$ cat src/rtl/arb_byte_packetizer.sv
// Packetizer behind the round-robin arbiter: buffers the unthrottled byte stream and
// frames it as header / PAYLOAD_LEN payload bytes / checksum on a ready/valid output.
module arb_byte_packetizer #(
  parameter int          PAYLOAD_LEN = 4,
  parameter int          DEPTH       = 16,
  parameter logic [7:0]  HEADER      = 8'hA5
) (
  input  logic                     clk,
  input  logic                     rst_n,
  input  logic [7:0]               din,
  input  logic                     din_valid,
  output logic [7:0]               pkt_byte,
  output logic                     pkt_valid,
  input  logic                     pkt_ready,
  output logic                     pkt_sop,
  output logic                     pkt_eop,
  output logic                     overflow,
  output logic [$clog2(DEPTH):0]   fill_level
);

  localparam int AW = $clog2(DEPTH);
  localparam logic [AW:0] LEN_W   = PAYLOAD_LEN[AW:0];
  localparam logic [AW:0] DEPTH_W = DEPTH[AW:0];

  typedef enum logic [1:0] {IDLE, HDR, PAY, CHK} state_t;

  state_t          r_state, w_stateNext;
  logic [7:0]      r_mem [DEPTH];
  logic [AW-1:0]   r_head, r_tail;
  logic [AW:0]     r_fill, r_idx;
  logic [7:0]      r_sum, r_byte;
  logic            r_valid, r_sop, r_eop, r_overflow;

  logic            w_xfer, w_full, w_push, w_pop, w_drop;
  logic [7:0]      w_headByte, w_byteNext, w_sumNext;
  logic            w_validNext, w_sopNext, w_eopNext;
  logic [AW:0]     w_idxNext;

  assign w_xfer     = r_valid & pkt_ready;
  assign w_full     = (r_fill == DEPTH_W);
  assign w_headByte = r_mem[r_head];
  // A full buffer still accepts a byte when the same edge frees a slot.
  assign w_push     = din_valid & (~w_full | w_pop);
  assign w_drop     = din_valid & w_full & ~w_pop;

  always_ff @(posedge clk) begin
    if (!rst_n) r_state <= IDLE;
    else        r_state <= w_stateNext;
  end

  always_comb begin
    w_stateNext = r_state;
    case (r_state)
      IDLE:    if (r_fill >= LEN_W) w_stateNext = HDR;
      HDR:     if (w_xfer) w_stateNext = PAY;
      PAY:     if (w_xfer && r_idx == LEN_W) w_stateNext = CHK;
      CHK:     if (w_xfer) w_stateNext = IDLE;
      default: w_stateNext = IDLE;
    endcase
  end

  always_comb begin
    w_byteNext  = r_byte;
    w_validNext = r_valid;
    w_sopNext   = r_sop;
    w_eopNext   = r_eop;
    w_sumNext   = r_sum;
    w_idxNext   = r_idx;
    w_pop       = 1'b0;
    case (r_state)
      IDLE: begin
        // Waiting for a whole payload reserves it, so later pops never underflow.
        if (r_fill >= LEN_W) begin
          w_byteNext  = HEADER;
          w_validNext = 1'b1;
          w_sopNext   = 1'b1;
          w_eopNext   = 1'b0;
          w_sumNext   = 8'h00;
        end
      end
      HDR: begin
        if (w_xfer) begin
          w_pop      = 1'b1;
          w_byteNext = w_headByte;
          w_sopNext  = 1'b0;
          w_sumNext  = w_headByte;
          w_idxNext  = (AW+1)'(1);
        end
      end
      PAY: begin
        if (w_xfer) begin
          if (r_idx < LEN_W) begin
            w_pop      = 1'b1;
            w_byteNext = w_headByte;
            w_sumNext  = r_sum + w_headByte;
            w_idxNext  = r_idx + (AW+1)'(1);
          end else begin
            w_byteNext = r_sum;
            w_eopNext  = 1'b1;
          end
        end
      end
      CHK: begin
        if (w_xfer) begin
          w_validNext = 1'b0;
          w_eopNext   = 1'b0;
        end
      end
      default: ;
    endcase
  end

  always_ff @(posedge clk) begin
    if (!rst_n) begin
      r_byte     <= 8'h00;
      r_valid    <= 1'b0;
      r_sop      <= 1'b0;
      r_eop      <= 1'b0;
      r_sum      <= 8'h00;
      r_idx      <= '0;
      r_head     <= '0;
      r_tail     <= '0;
      r_fill     <= '0;
      r_overflow <= 1'b0;
    end else begin
      r_byte  <= w_byteNext;
      r_valid <= w_validNext;
      r_sop   <= w_sopNext;
      r_eop   <= w_eopNext;
      r_sum   <= w_sumNext;
      r_idx   <= w_idxNext;
      if (w_pop)  r_head <= r_head + AW'(1);
      if (w_push) r_tail <= r_tail + AW'(1);
      if (w_push && !w_pop)      r_fill <= r_fill + (AW+1)'(1);
      else if (!w_push && w_pop) r_fill <= r_fill - (AW+1)'(1);
      if (w_drop) r_overflow <= 1'b1;
    end
  end

  always_ff @(posedge clk) begin
    if (w_push) r_mem[r_tail] <= din;
  end

  assign pkt_byte   = r_byte;
  assign pkt_valid  = r_valid;
  assign pkt_sop    = r_sop;
  assign pkt_eop    = r_eop;
  assign overflow   = r_overflow;
  assign fill_level = r_fill;

endmodule

$ cat config.mk
export PLATFORM = sky130hd
export DESIGN_NAME = arb_byte_packetizer
export DESIGN_NICKNAME = d
export VERILOG_FILES = /design/src/rtl/arb_byte_packetizer.sv
export SDC_FILE = /design/constraint.sdc
export NUM_CORES = 1
export LEC_CHECK = 0
export ABC_AREA = 1
export CORE_UTILIZATION = 40
export CTS_CLUSTER_DIAMETER = 200
export CTS_CLUSTER_SIZE = 12
export DETAILED_ROUTE_END_ITERATION = 8
export PLACE_DENSITY = 0.64
export SLEW_MARGIN = 0
export SYNTH_ARGS = -nofsm -noshare
export SYNTH_HDL_FRONTEND = slang
export SYNTH_SLANG_ARGS = --single-unit
$ cat constraint.sdc
create_clock -name clk -period 4.6 [get_ports clk]
set_input_delay 1.15 -clock clk [delete_from_list [all_inputs] [get_ports clk]]
set_output_delay 1.15 -clock clk [all_outputs]
set_load 0.01 [all_outputs]
# Word-level counts from Yosys, hierarchy flattened
# Memory sizes are Yosys's and may differ from the RTL's. A register that Yosys moved wholly into a read port is not among the register bits.
# Cells that the tools add are included.
[word_totals]
reg_bits = 40
latch_bits = 0
ram_bits = 128
romBits = 0
out_inout_bits = 17
word_cells = 94
memories = 1
[mem_list]
columns = ["name", "words", "width", "read_ports", "rd_clocked_by_memory_dff", "wr", "line", "text"]
rows = [
  ["r_mem", 16, 8, 1, 1, 1, "28", "logic [7:0] r_mem [DEPTH];"],
]
[op_classes]
n_addsub = 6
multipliers = 0
div = 0
n_lt_le_gt_ge = 2
n_eq_ne = 12
shifts = 0
n_mux = 36
n_bitwise = 7
n_reduce_logical = 19
[ops]
columns = ["cell", "count"]
rows = [
  ["8-bit 2-to-1 mux", 7],
  ["8-bit case mux with 3 select lines", 2],
  ["5-bit 2-to-1 mux", 5],
  ["2-bit inequality test (second input constant)", 7],
  ["4-bit AND reduction", 3],
  ["5-bit by 1-bit adder with 5-bit output (second input constant)", 2],
  ["1-bit 2-to-1 mux", 10],
  ["5-bit case mux with 2 select lines", 1],
  ["5-bit AND reduction", 2],
  ["4-bit by 1-bit adder with 4-bit output (second input constant)", 2],
  ["8-bit adder", 1],
  ["2-bit 2-to-1 mux", 4],
  ["4-bit 2-to-1 mux", 2],
  ["2-bit case mux with 4 select lines", 1],
  ["2-bit nonzero test", 4],
  ["1-bit case mux with 2 select lines", 3],
  ["3-bit AND reduction", 2],
  ["3-bit nonzero test", 2],
  ["5-bit by 3-bit equality test with 1-bit output (second input constant)", 1],
  ["5-bit equality test (second input constant)", 1],
  ["5-bit by 3-bit >= comparator with 1-bit output (second input constant)", 1],
  ["5-bit by 3-bit < comparator with 1-bit output (second input constant)", 1],
  ["5-bit by 1-bit subtractor with 5-bit output (second input constant)", 1],
  ["1-bit bitwise AND", 4],
  ["other kinds (8)", 13],
]

# Longest topological paths before layout
[logic_depth]
depth_word = 10
ltp_mapped = 20
depth_no_buf = 20

# Worst setup path after synthesis
# Ideal clock, no wire load.
[synth_timing]
path_kind = "input-to-reg"
from = "input port pkt_ready"
to = "register r_fill[4] (netlist: fill_level[4])"
setup_time_ps = 126
arrival_ps = 2892
t_required_ps = 4474
setup_slack_ps = 1583
stages = 17
path_cell_list = "nand2_2 -> clkinv_2 -> nand3_4 -> nand2_1 -> nand2_2 -> inv_2 -> ha_1 -> inv_1 -> ha_1 -> nand2_1 -> nor2_1 -> a211oi_1 -> nand2_1 -> nand2_1 -> nor2_1 -> o21ai_0 -> a21oi_1"
[synth_between]
elab_chain_cells = 8
elab_cells_between_ends = 12
cone_classes = "mux (4); bitwise (3); reduce/logical (5)"
[synth_lines]
columns = ["item", "line", "text"]
rows = [
  ["start: declaration", "14", "input logic pkt_ready,"],
  ["1-bit bitwise AND *", "39", "assign w_xfer = r_valid & pkt_ready;"],
  ["1-bit 2-to-1 mux, on equally long branches", "91, 82", ""],
  ["1-bit case mux with 2 select lines *", "70", "case (r_state)"],
  ["1-bit OR *", "43", "assign w_push = din_valid & (~w_full | w_pop);"],
  ["1-bit bitwise AND *", "43", ""],
  ["named net w_push", "34", "logic w_xfer, w_full, w_push, w_pop, w_drop;"],
  ["1-bit zero test", "135", "else if (!w_push && w_pop) r_fill <= r_fill - (AW+1)'(1);"],
  ["1-bit logical AND", "135", ""],
  ["2-bit nonzero test (no source line)", "n/a", ""],
  ["end signal: assignment", "134", "if (w_push && !w_pop) r_fill <= r_fill + (AW+1)'(1);"],
  ["end signal: assignment", "135", ""],
  ["end: declaration", "30", "logic [AW:0] r_fill, r_idx;"],
]
# The timed path passes the listed nets; every way through them passes the cells marked *.
# A chain may end at the register's enable or synchronous reset.

==> flow_metrics.env <==
export IMPL_status="completed"
export IMPL_finalNetCount=789
export IMPL_ios=29
export IMPL_worstMarginPinSlew_ps=966.8
export IMPL_ctsHoldBuffers=0
export IMPL_finClkSkew_ps=7.395
export IMPL_start_util_pct=40.86
export IMPL_min_path_cells=2
export IMPL_gr_total_overflow=0
export IMPL_hp_start="r_idx[4]"
export IMPL_use_met2_pct=28.76
export IMPL_reg2reg_depth=18
export IMPL_grt_pass1_wl_um=27610
export IMPL_grt_pass1_vias=5067
export IMPL_gp_congestion=0.8159
export IMPL_grt_max_degree=66
export IMPL_diodes=0
export IMPL_drive_above_1_share_pct=7.984
export IMPL_core_area_mm2=0.01871
export IMPL_syn_nets=767
export IMPL_critical_path_class="register to register"
export IMPL_hold_class="register to register"
export IMPL_io_buffer_count=28
export IMPL_rsz0062_at_grt="false"
export IMPL_tritoncts="built"
export IMPL_clock_tree_root_cell="clkbuf_16"
export IMPL_power_density_mw_per_mm2=492.9
export IMPL_clock_sinks=172
export IMPL_yosysWarnings=0
export IMPL_r2r_end="r_sum[5]"
export IMPL_dieArea_mm2=0.01967
export IMPL_met1_usage_pct=25.78
export IMPL_synth_cell_types=45
export IMPL_postRouteAntennaNets=0
export IMPL_insertion_delay_ps=440
export IMPL_first_pass_iters=7
export IMPL_crit_fanout=54
export IMPL_avgRoutedWirePerCell_um=17.11
export IMPL_finalMaxSlewViolations=0
export IMPL_end_kind="register"
export IMPL_netlist_instances=729
export IMPL_setup_viol=0
export IMPL_cts_setup_buffers=0
export IMPL_peakVddDrop_mv=0.2814
export IMPL_tns_ps=0
export IMPL_multi_input_area_mm2=0.002496
export IMPL_max_freq_mhz=296.1
export IMPL_cap_violations=0
export IMPL_grt_antenna_before_repair=0
export IMPL_grt_use_total_pct=18.66
export IMPL_syn_area_mm2=0.007644
export IMPL_ys_ff_latch=172
export IMPL_grt_busiest_layer="met2"
export IMPL_min_period_ps=3377
export IMPL_htree_levels=4
export IMPL_area_growth_pct=13.46
export IMPL_cts_buffers=17
export IMPL_p_leak_uw=0.003142
export IMPL_min_to="r_idx[4]"
export IMPL_final_common_cell="edfxtp_1"
export IMPL_clk_path_buf_depth=2
export IMPL_hold_viol=0
export IMPL_drt_iter0_drc=537
export IMPL_use_met3_pct=2.701
export IMPL_worstPathArrival_ps=3740
export IMPL_final_cell_mix="128 x edfxtp_1, 120 x nand2_1, 100 x nor2_1"
export IMPL_vias=5257
export IMPL_viasPerCell=5.268
export IMPL_area_sequential_mm2=0.004726
export IMPL_die_w_um=140.2
export IMPL_drcViolationCount=0
export IMPL_slew_headroom_pct=35.46
export IMPL_die_height_um=140.2
export IMPL_critPathLaunchType="register"
export IMPL_preCtsSetupSlack_ps=891.9
export IMPL_rows=50
export IMPL_setup_ws_ps=1223
export IMPL_cp_required_ps=4960
export IMPL_finalPower_uw=4275
export IMPL_rrSetupSlack_ps=1220
export IMPL_clkTransAtPathRegs_ps=60
export IMPL_dp_hpwl_um=11090
export IMPL_fill_cells=1654
export IMPL_ys_seq_area_share_pct=61.81
export IMPL_avgSynthCellArea_um2=10.49
export IMPL_fin_crit_sh_pct=73.42
export IMPL_cts_resized=0
export IMPL_routed_wl_um=17080
## registers in the layout (all words and copies together) (netlist names), named ones only
register and flops:
pkt_valid 1, r_tail 4, pkt_byte 8, r_state 2, r_head 4, pkt_sop 1, r_idx 5, pkt_eop 1
fill_level 5, r_sum 8, r_mem 128, overflow 1
## layer usage
metal  up-vias  share of wire (%)
met4         0                2.8
li1       2595                  -
met3        32                4.0
met2       134                 46
met1      2496                 47
met5         -                  0
## worst max-delay path, stage by stage, from the launching register on
cell      delay (ps)
dfxtp_2          320
inv_2            690
buf_4            300
o21ai_0           80
o211ai_1         280
nand3_1          120
nand2_1          180
ha_1             300
a21oi_1          140
nand2_1          100
nand2_1           70
inv_1             50
o21ai_0          140
nand2_1           90
nand2_1           60
nand2_1           50
o21ai_1          130
nand2_1           60
a21oi_1          120
## cells in the mapped netlist (all sizes together)
master | count | share of area [%]
o21ai | 77 | 5.1
nand4 | 1 | 0.082
edfxtp | 128 | 50
and3 | 1 | 0.082
xnor2 | 2 | 0.23
a2111o | 1 | 0.15
nor2 | 105 | 5.6
a31oi | 6 | 0.49
ha | 24 | 3.9
clkbuf | 11 | 0.54
a221oi | 1 | 0.11
a31o | 1 | 0.11
o22ai | 4 | 0.33
nand3 | 39 | 2.7
a32oi | 1 | 0.11
clkinv | 2 | 0.13
dfxtp | 44 | 12
fa | 2 | 0.52
nor3 | 9 | 0.65
inv | 57 | 2.8
o21a | 1 | 0.098
o31ai | 2 | 0.20
buf | 19 | 2.0
nor3b | 1 | 0.098
nand2 | 125 | 6.4
a21oi | 32 | 2.1
o221ai | 14 | 1.6
a211oi | 3 | 0.36
o211ai | 15 | 1.5
xor2 | 1 | 0.11
## worst max-delay path by stage
stage	slack [ps]	cells after the start	start	end
finish	1220	18	register	r_sum[5]
floorplan	1580	17	pkt_ready	fill_level[4]
detailed placement	890	18	pkt_ready	fill_level[4]
CTS	1240	18	register	r_sum[5]
global placement	940	18	pkt_ready	fill_level[4]
global route	830	18	register	r_sum[5]
## metrics by stage
| stage | hold slack [ps] | instances | util, % | cell area, µm² |
|---|---|---|---|---|
| 2_1_floorplan | 423.7 | 729 | - | 7644 |
| 3_3_place_gp | 433.8 | 966 | 43.08 | 8059 |
| 3_5_place_dp | 437.9 | 966 | 43.08 | 8059 |
| 4_1_cts | 448.2 | 998 | 46.36 | 8672 |
| 5_1_grt | 459.1 | 998 | 46.36 | 8672 |
| 6_report | 446.0 | 998 | 46.36 | 8672 |
## logic make-up (layout without fill, tap and decap cells)
logic type                 count (synthesis)  in the layout  share of synthesized area [%]
xor gates and xnor gates                   3              3                         0.3438
adders and majority gates                 26             26                          4.452
buffers and inverters                     89            124                          5.533
and+or+nand+nor                          281            281                          15.63
AOI/OAI and AO/OA                        158            158                          12.23
DFF                                      172            172                          61.81
## report_power, final
group / internal [µW] / switching [µW] / total (µW)
combinational: 332 / 631 / 964
sequential: 1760 / 57.8 / 1820
clock: 863 / 632 / 1500
total: 2950 / 1320 / 4270
## area by class of cell
cell class	count	area share, %
sequential	172	54.49
multi-input combinational	468	28.78
clock buffer	17	4.905
timing repair buffer	33	3.665
tap	234	3.376
inverter	59	2.611
clock inverter	15	2.164
No activity file was read; power rests on OpenSTA's default activity.
